[src/rtl/transpose_chunk_sequencer.sv]
// Tile-by-tile transpose/copy sequencer issuing one chunk-move request per tile.
// Optional PERF_CNT_EN adds a saturating busy-cycle counter on perf_cycles.
module transpose_chunk_sequencer #(
    parameter int DATA_WIDTH = 64,
    parameter int ARR_SIZE   = 8,
    parameter int ADDR_WIDTH = 64,
    parameter int CHUNK_SIZE = 4,
    localparam int G         = ARR_SIZE / CHUNK_SIZE,
    localparam int TL_W      = $clog2(G * G) + 1
) (
    input  logic                  clk,
    input  logic                  rst,
    input  logic                  start,
    input  logic                  ctrl,
    input  logic [ADDR_WIDTH-1:0] src_base,
    input  logic [ADDR_WIDTH-1:0] dst_base,
    output logic                  req_valid,
    input  logic                  req_ready,
    output logic [ADDR_WIDTH-1:0] req_src,
    output logic [ADDR_WIDTH-1:0] req_dst,
    input  logic                  chunk_done,
    output logic                  busy,
    output logic                  done,
    output logic [TL_W-1:0]       tiles_left
`ifdef PERF_CNT_EN
    ,
    output logic [31:0]           perf_cycles
`endif
);

    localparam int EB         = DATA_WIDTH / 8;
    localparam int ROW_B      = ARR_SIZE * EB;
    localparam int TILE_ROW_B = CHUNK_SIZE * ROW_B;
    localparam int TILE_COL_B = CHUNK_SIZE * EB;
    localparam int RC_W       = (G > 1) ? $clog2(G) : 1;

    localparam logic [RC_W-1:0] RC_LAST  = RC_W'(G - 1);
    localparam logic [RC_W-1:0] RC_ONE   = RC_W'(1);
    localparam logic [TL_W-1:0] TL_ALL   = TL_W'(G * G);
    localparam logic [TL_W-1:0] TL_ONE   = TL_W'(1);

    typedef enum logic [1:0] {
        IDLE  = 2'd0,
        ISSUE = 2'd1,
        WAIT  = 2'd2,
        FIN   = 2'd3
    } state_t;

    state_t                state_q;
    state_t                state_d;
    logic                  accept;
    logic                  tile_fin;
    logic                  last_tile;
    logic                  mode_q;
    logic [ADDR_WIDTH-1:0] src_q;
    logic [ADDR_WIDTH-1:0] dst_q;
    logic [RC_W-1:0]       r_q;
    logic [RC_W-1:0]       c_q;
    logic [RC_W-1:0]       r_nxt;
    logic [RC_W-1:0]       c_nxt;
    logic [ADDR_WIDTH-1:0] src_nxt;
    logic [ADDR_WIDTH-1:0] dst_nxt;

    // Byte offset of tile (a,b) where a indexes tile rows and b tile columns.
    function automatic logic [ADDR_WIDTH-1:0] offs(
        input logic [RC_W-1:0] a,
        input logic [RC_W-1:0] b
    );
        return ADDR_WIDTH'(a) * ADDR_WIDTH'(TILE_ROW_B)
             + ADDR_WIDTH'(b) * ADDR_WIDTH'(TILE_COL_B);
    endfunction

    always_comb begin
        state_d   = state_q;
        accept    = 1'b0;
        tile_fin  = 1'b0;
        req_valid = 1'b0;
        busy      = 1'b0;
        done      = 1'b0;
        last_tile = (tiles_left == TL_ONE);
        unique case (state_q)
            IDLE: begin
                if (start) begin
                    accept  = 1'b1;
                    state_d = ISSUE;
                end
            end
            ISSUE: begin
                req_valid = 1'b1;
                busy      = 1'b1;
                if (req_ready) begin
                    state_d = WAIT;
                end
            end
            WAIT: begin
                busy = 1'b1;
                if (chunk_done) begin
                    tile_fin = 1'b1;
                    state_d  = last_tile ? FIN : ISSUE;
                end
            end
            FIN: begin
                done    = 1'b1;
                state_d = IDLE;
            end
            default: state_d = IDLE;
        endcase
    end

    // Row-major advance to the next tile and its addresses.
    always_comb begin
        c_nxt = (c_q == RC_LAST) ? '0 : c_q + RC_ONE;
        r_nxt = (c_q == RC_LAST) ? r_q + RC_ONE : r_q;
        src_nxt = src_q + offs(r_nxt, c_nxt);
        if (mode_q) begin
            dst_nxt = dst_q + offs(c_nxt, r_nxt);
        end else begin
            dst_nxt = dst_q + offs(r_nxt, c_nxt);
        end
    end

    always_ff @(posedge clk) begin
        if (rst) begin
            state_q <= IDLE;
        end else begin
            state_q <= state_d;
        end
    end

    always_ff @(posedge clk) begin
        if (rst) begin
            mode_q     <= 1'b0;
            src_q      <= '0;
            dst_q      <= '0;
            r_q        <= '0;
            c_q        <= '0;
            req_src    <= '0;
            req_dst    <= '0;
            tiles_left <= '0;
        end else if (accept) begin
            mode_q     <= ctrl;
            src_q      <= src_base;
            dst_q      <= dst_base;
            r_q        <= '0;
            c_q        <= '0;
            req_src    <= src_base;
            req_dst    <= dst_base;
            tiles_left <= TL_ALL;
        end else if (tile_fin) begin
            tiles_left <= tiles_left - TL_ONE;
            if (!last_tile) begin
                r_q     <= r_nxt;
                c_q     <= c_nxt;
                req_src <= src_nxt;
                req_dst <= dst_nxt;
            end
        end
    end

`ifdef PERF_CNT_EN
    always_ff @(posedge clk) begin
        if (rst) begin
            perf_cycles <= '0;
        end else if (accept) begin
            perf_cycles <= '0;
        end else if (busy && (perf_cycles != 32'hFFFF_FFFF)) begin
            perf_cycles <= perf_cycles + 32'd1;
        end
    end
`endif

endmodule

[config.mk]
export PLATFORM = sky130hd
export DESIGN_NAME = transpose_chunk_sequencer
export DESIGN_NICKNAME = d
export VERILOG_FILES = /design/src/rtl/transpose_chunk_sequencer.sv
export SDC_FILE = /design/constraint.sdc
export NUM_CORES = 1
export LEC_CHECK = 0
export CORE_ASPECT_RATIO = 0.75
export CORE_UTILIZATION = 51
export DETAILED_ROUTE_END_ITERATION = 10
export PLACE_DENSITY = 0.83
export SLEW_MARGIN = 5
export SYNTH_ARGS = -nofsm -noshare
export SYNTH_HDL_FRONTEND = slang
export SYNTH_SLANG_ARGS = --single-unit
[constraint.sdc]
create_clock -name clk -period 4.1 [get_ports clk]
set_clock_uncertainty 0.1 [all_clocks]
set_input_delay 0.82 -clock clk [delete_from_list [all_inputs] [get_ports clk]]
set_output_delay 0.82 -clock clk [all_outputs]
set_load 0.02 [all_outputs]
Yosys cells after proc, flatten, opt, wreduce, memory -nomap -nowiden
Cells that the tools add are included.

Register bits after elaboration: 264. Output and inout port bits: 134. Input bits: 134.

Add/subtract/negate cells: 8. Multiplexer cells: 23. Bitwise operators: 1. Equal/unequal tests: 8. Reductions and logical operators: 7.

Operators with widths (number): $mux 64 (7); $add 64x10->64 (2); $add 64x64->64 (1); $add 9x6->10 (2); $mux 1 (9); $mux 2 (4); $ne 2x2->1 const B (4); $pmux 2 s4 (1); $mux 3 (2); $eq 2x2->1 const B (2); $reduce_and 2->1 (2); $reduce_or 2->1 (2); $eq 3x1->1 const B (1); $reduce_and 3->1 (1); $sub 3x1->3 const B (1); $add 1x1->1 const B (2); $eq 2x1->1 const B (1); $logic_not 2->1 (1); $reduce_bool 2->1 (1); $not 1->1 (1).

Logic depth before layout (Yosys ltp)
Depth in word-level cells: 8. Gate-level depth with buffers: 10. Depth with buffers taken out: 9.

Least setup slack after synthesis
No wires, ideal clock.

Path kind: register to register. Start: register c_q. End: register req_dst[59]. Cell stages (with the launch flop): 11. Data required time: 3.897 ns. Library setup time: 0.103 ns. Period minus slack after synthesis: 3.350 ns. Arrival: 3.146 ns. Path buffers: 1. Slack: 0.750 ns. Cell sequence: dfxtp_1 -> xor2_1 -> ha_1 -> ha_1 -> nand3_1 -> a2111o_1 -> or4_4 -> buf_6 -> or4_1 -> xor2_1 -> a2111oi_2.

RTL lines: start, declared (RTL line 58) `logic [RC_W-1:0] c_q;`; start signal, assigned (RTL line 153) `c_q <= c_nxt;`; $mux 1 * (RTL line 113) `r_nxt = (c_q == RC_LAST) ? r_q + RC_ONE : r_q;`; via r_nxt (RTL line 59) `logic [RC_W-1:0] r_nxt;`; $add 9x6->10 (RTL line 70) `+ ADDR_WIDTH'(b) * ADDR_WIDTH'(TILE_COL_B);`; $add 64x10->64, on equally long branches (RTL line 118, 116); $mux 64 * (RTL line 115) `if (mode_q) begin`; $mux 64 * (RTL line 151) `if (!last_tile) begin`; $mux 64 * (RTL line 149) `end else if (tile_fin) begin`; $mux 64 * (RTL line 140) `end else if (accept) begin`; end signal, assigned (RTL line 147) `req_dst <= dst_base;`; end signal, assigned (RTL line 155) `req_dst <= dst_nxt;`; end, declared (RTL line 20) `output logic [ADDR_WIDTH-1:0] req_dst,`.

The timed path passes the listed nets; every way through them passes the cells marked *. The select of a mux whose other input is x is not followed. A chain may end at the register's enable or synchronous reset.

Worst setup path in the final report
Start: register c_q. End: register req_dst[51].

Same word-level chain as after synthesis.

==> flow_results.org <==
** Status
- The flow ran to the end, and the final reports show no timing, DRC or antenna violations.

** Worst hold path
- Number of cells on the worst hold path :: 2
- Hold/Removal Path Class :: register to register
- For hold timing, the worst endpoint is src_q[4].
- The worst hold path begins at src_q[4].

** CTS
- For the worst-skew pair, the clock arrives at the later sink with an insertion delay of roughly 0.54 ns.
- Hold_buf cts :: 0
- CTS buffer count :: 27
- CTS placed an instance of sky130_fd_sc_hd__clkbuf_16 at the clock tree root.
- Clock tree sinks :: ~260
- CTS built an H-tree with a depth of 1.
- In this run the post-CTS setup repair buffer count came out at 0.
- Buffer levels on the longest clock path :: 3
- Clock-pin slew on the worst setup and hold paths :: ~0.060 ns
- CTS tree :: done
- After clock tree synthesis, the repair step resized 0 gates.

** Power
- In this run the power spent charging and discharging nets is ~3.0 mW.
- PnR Total Power :: roughly 8.6 mW
- Largest vdd supply drop :: between 0.0003 and 0.0004 V
- In this run the power density over the cells is between 500 and 600 nW/µm².
- Share of power burned in the clock network :: 0.284
- Flop pwr share :: 0.398
- The share of total power dissipated in combinational logic is 0.318.
- Cell internal pwr :: ~5.6 mW
- Of the total power, the share spent switching nets is 0.347.
- Leakage power figure :: ~5.5 nW

** Die
- Placeable core region :: roughly 23000 µm²
- Effective utilization at floorplan :: 0.525
- Die boundary width :: around 180 µm
- Row Count :: 48
- The floorplan step defined a die boundary enclosing 24600 µm².
- During I/O placement, the number of pins put on the boundary was 268.
- Die outline height :: between 100 and 150 µm

** Logic synthesis
- Fraction of the mapped netlist area in adder cells :: 0.0164
- Post-synthesis xor/xnor area fraction :: 0.0796
- Cells after synthesis :: between 1.5k and 2k
- Cell types occupying the most area after synthesis :: sky130_fd_sc_hd__dfxtp_1 (43%), sky130_fd_sc_hd__nand2_1 (10%), sky130_fd_sc_hd__a21oi_1 (6.4%)
- Post-synthesis sequential element count :: 264
- Of the total synthesized cell area, the portion taken by AND, OR, NAND and NOR gates is 0.241.
- The average instance in the mapped netlist occupies between 7 and 8 µm².
- The share of the synthesized area in compound gates (AO/OA/AOI/OAI) came to 0.184.
- The commonest cells after synthesis are sky130_fd_sc_hd__nand2_1 (336), sky130_fd_sc_hd__dfxtp_1 (264), sky130_fd_sc_hd__a21oi_1 (156).
- For this run, the leading register cell type out of synthesis is sky130_fd_sc_hd__dfxtp_1.
- The largest total area in the synthesized netlist belongs to sky130_fd_sc_hd__dfxtp_1.
- The portion of synthesized area spent on multiplexers is 0.00246.
- Most frequent cell after synthesis :: sky130_fd_sc_hd__nand2_1
- The netlist uses 53 different library cells.
- In this run, synthesis inferred 0 flip-flops with an integrated enable.
- When the netlist entered floorplanning its net count stood at between 1.5k and 2k.
- Counting flops with an async set or reset pin after synthesis yields a share of 0.
- Main combinational cell family by area after synthesis :: simple AND/OR/NAND/NOR gates
- The Yosys step of the flow raised 0 warnings.
- After synthesis the cells add up to ~12000 µm².
- Share of the yosys chip area belonging to registers :: 0.433
- Of the post-synthesis cell area, the dominant cell type holds 0.433.

** Worst setup path
- Cells on worst reg2reg path :: 9
- Data required time of the worst path :: about 4.4 ns
- Along the worst path, the maximum fanout reaches 11.
- Reg2reg setup slack :: about 0.22 ns
- Worst Setup End Kind :: register
- Launch instance of the worst register-to-register path :: c_q
- The setup path with the least slack is of type register to register.
- Worst r2r dst :: req_dst[51]
- Type of origin of the critical path :: register
- Critical path data arrival time :: 4.18 ns

** Routing
- The count of nets left with antenna violations once routing finished came out at 0.
- After detailed routing, the number of vias per cell comes to just under 6.
- Summing over every cut layer, the via total after detailed routing is about 12k.
- For this run, design rule violations remaining after detail routing come to 0.
- Post-DR wirelength/cell :: 18.0 µm
- For this block, the routed nets add up to 37.7 mm of wire.
- The first TritonRoute pass finished after 5 iterations.
- The detailed router finished its first iteration with 1068 violations.

** GRT
- The first global-routing pass estimated 59.5 mm of wire.
- The number of antenna violations at the first check in global routing came to 2.
- For this run, global-route usage on met2 was measured as 0.477.
- Largest net degree at the start of global routing :: 148
- In the global route stage, met3 resource usage came out at 0.0632.
- Met1 track utilization from global routing :: 0.401
- The layer flagged by global routing as most heavily used is met2.
- Grt ovf :: 0
- GRT Resource Usage Total :: 0.298
- The via count of the first global-routing pass came to between 10k and 15k.

** Timing
- Headroom to the max-slew limit :: 0.317
- The number of slew-limit violations in the final report was 0.
- For the pin with the worst max-slew slack, the measured transition is around 1 ns.
- Period minus WS final :: ~3.9 ns
- Summed negative setup slack over all endpoints :: 0 ns
- Setup violations remaining at the end of the flow were counted as 0.
- The count of endpoints failing hold in the final timing report came to 0.
- Of the available clock period, the critical path in the final layout requires 0.946.
- Unrepaired setup endpoints after global routing :: false
- Fmax :: between 0.2 and 0.3 GHz

** Final layout
- Of the cells placed in the final design, the portion with a size suffix greater than 1 is 0.0464.
- Fin util :: 0.688
- After the last flow step, the layout net total stands at between 1.5k and 2k.
- Multi-input logic area :: 6430 µm²
- Fill cells in the final layout number between 1.5k and 2k.
- Registers take around 5300 µm².
- From synthesis to final layout, the design area changed by 31.0%.

** Placement
- Buffers placed on the I/O ports in this run total approximately 270.
- Sum of net half-perimeters after detailed placement :: ~26 mm
- GPL Wtd Cong :: about 0.91

** Flow run
- Across the run, the number of max-cap violations was 0.
==> cells by family after synthesis <==
kind of cell / after synthesis
compound gates: 360
xor+xnor: 111
fa+ha+maj: 16
buf+inv: 137
flops: 264
mux: 3
simple gates: 668
==> per-layer routing <==
layer  wire (µm)  vias up
met5          13        -
met4         946        2
met3        3450       73
met2       17000      542
met1       16300     5745
li1            -     5860
==> registers in the layout (all words and copies together), names as in the netlist <==
register    count
tiles_left      3
src_q          64
mode_q          1
req_dst        64
r_q             1
dst_q          64
req_src        64
c_q             1
state_q         2
==> worst max path at each step <==
stage | from | endpoint | slack (ns)
2_1_floorplan | c_q | req_dst[59] | 0.75
3_3_place_gp | c_q | req_dst[51] | 0.53
3_5_place_dp | c_q | req_dst[51] | 0.30
4_1_cts | c_q | req_dst[51] | 0.28
5_1_grt | c_q | req_dst[51] | 0.05
6_report | c_q | req_dst[51] | 0.22
==> cell usage in the layout (no fill, tap or decap), drive strengths merged, types with 34 or more instances in the layout <==
cell type | Yosys | final
a21boi | 34 | 34
a21oi | 156 | 156
clkbuf | 84 | 39
clkdlybuf4s50 | 0 | 266
dfxtp | 264 | 264
nand2 | 336 | 336
nand3 | 41 | 41
nand4 | 35 | 35
nor2 | 128 | 128
nor3 | 71 | 71
o22ai | 54 | 54
xnor2 | 79 | 79
==> power groups by stage <==
stage	combinational (mW)	sequential, mW	clock [mW]
3_5_place_dp	2.71	3.47	0
3_3_place_gp	2.65	3.45	0
2_1_floorplan	1.30	3.71	0
6_report	2.74	3.44	2.45
4_1_cts	2.73	3.43	2.48
5_1_grt	2.96	3.49	2.57
==> per-stage QoR <==
stage | hold slack, ns | std cells | instance area, µm² | setup WS [ns]
global route | 0.371 | 2090 | 16000 | 0.0545
global placement | 0.343 | 2042 | 15100 | 0.527
floorplan | 0.337 | 1559 | 12200 | 0.750
detailed placement | 0.347 | 2042 | 15100 | 0.297
CTS | 0.357 | 2090 | 16000 | 0.276
finish | 0.360 | 2092 | 16000 | 0.223
==> layout make-up <==
class | instances | area share
clock buffer | 38 | 0.0480
sequential | 264 | 0.331
inverter | 30 | 0.00704
antenna | 2 | 0.000313
timing repair buffer | 290 | 0.181
tap | 300 | 0.0235
clock inverter | 10 | 0.00673
multi-input combinational | 1158 | 0.403
==> critical path: stages, from the launching register on <==
cell and delay [ns]:
sky130_fd_sc_hd__dfxtp_1 0.40, sky130_fd_sc_hd__xor2_1 0.40, sky130_fd_sc_hd__ha_1 0.30, sky130_fd_sc_hd__ha_1 0.20
sky130_fd_sc_hd__nand3_1 0.13, sky130_fd_sc_hd__a2111o_1 0.58, sky130_fd_sc_hd__or4_4 0.66, sky130_fd_sc_hd__or4_1 0.45
sky130_fd_sc_hd__xor2_1 0.16, sky130_fd_sc_hd__a2111oi_0 0.37
Power figures use the tool's default switching activity.
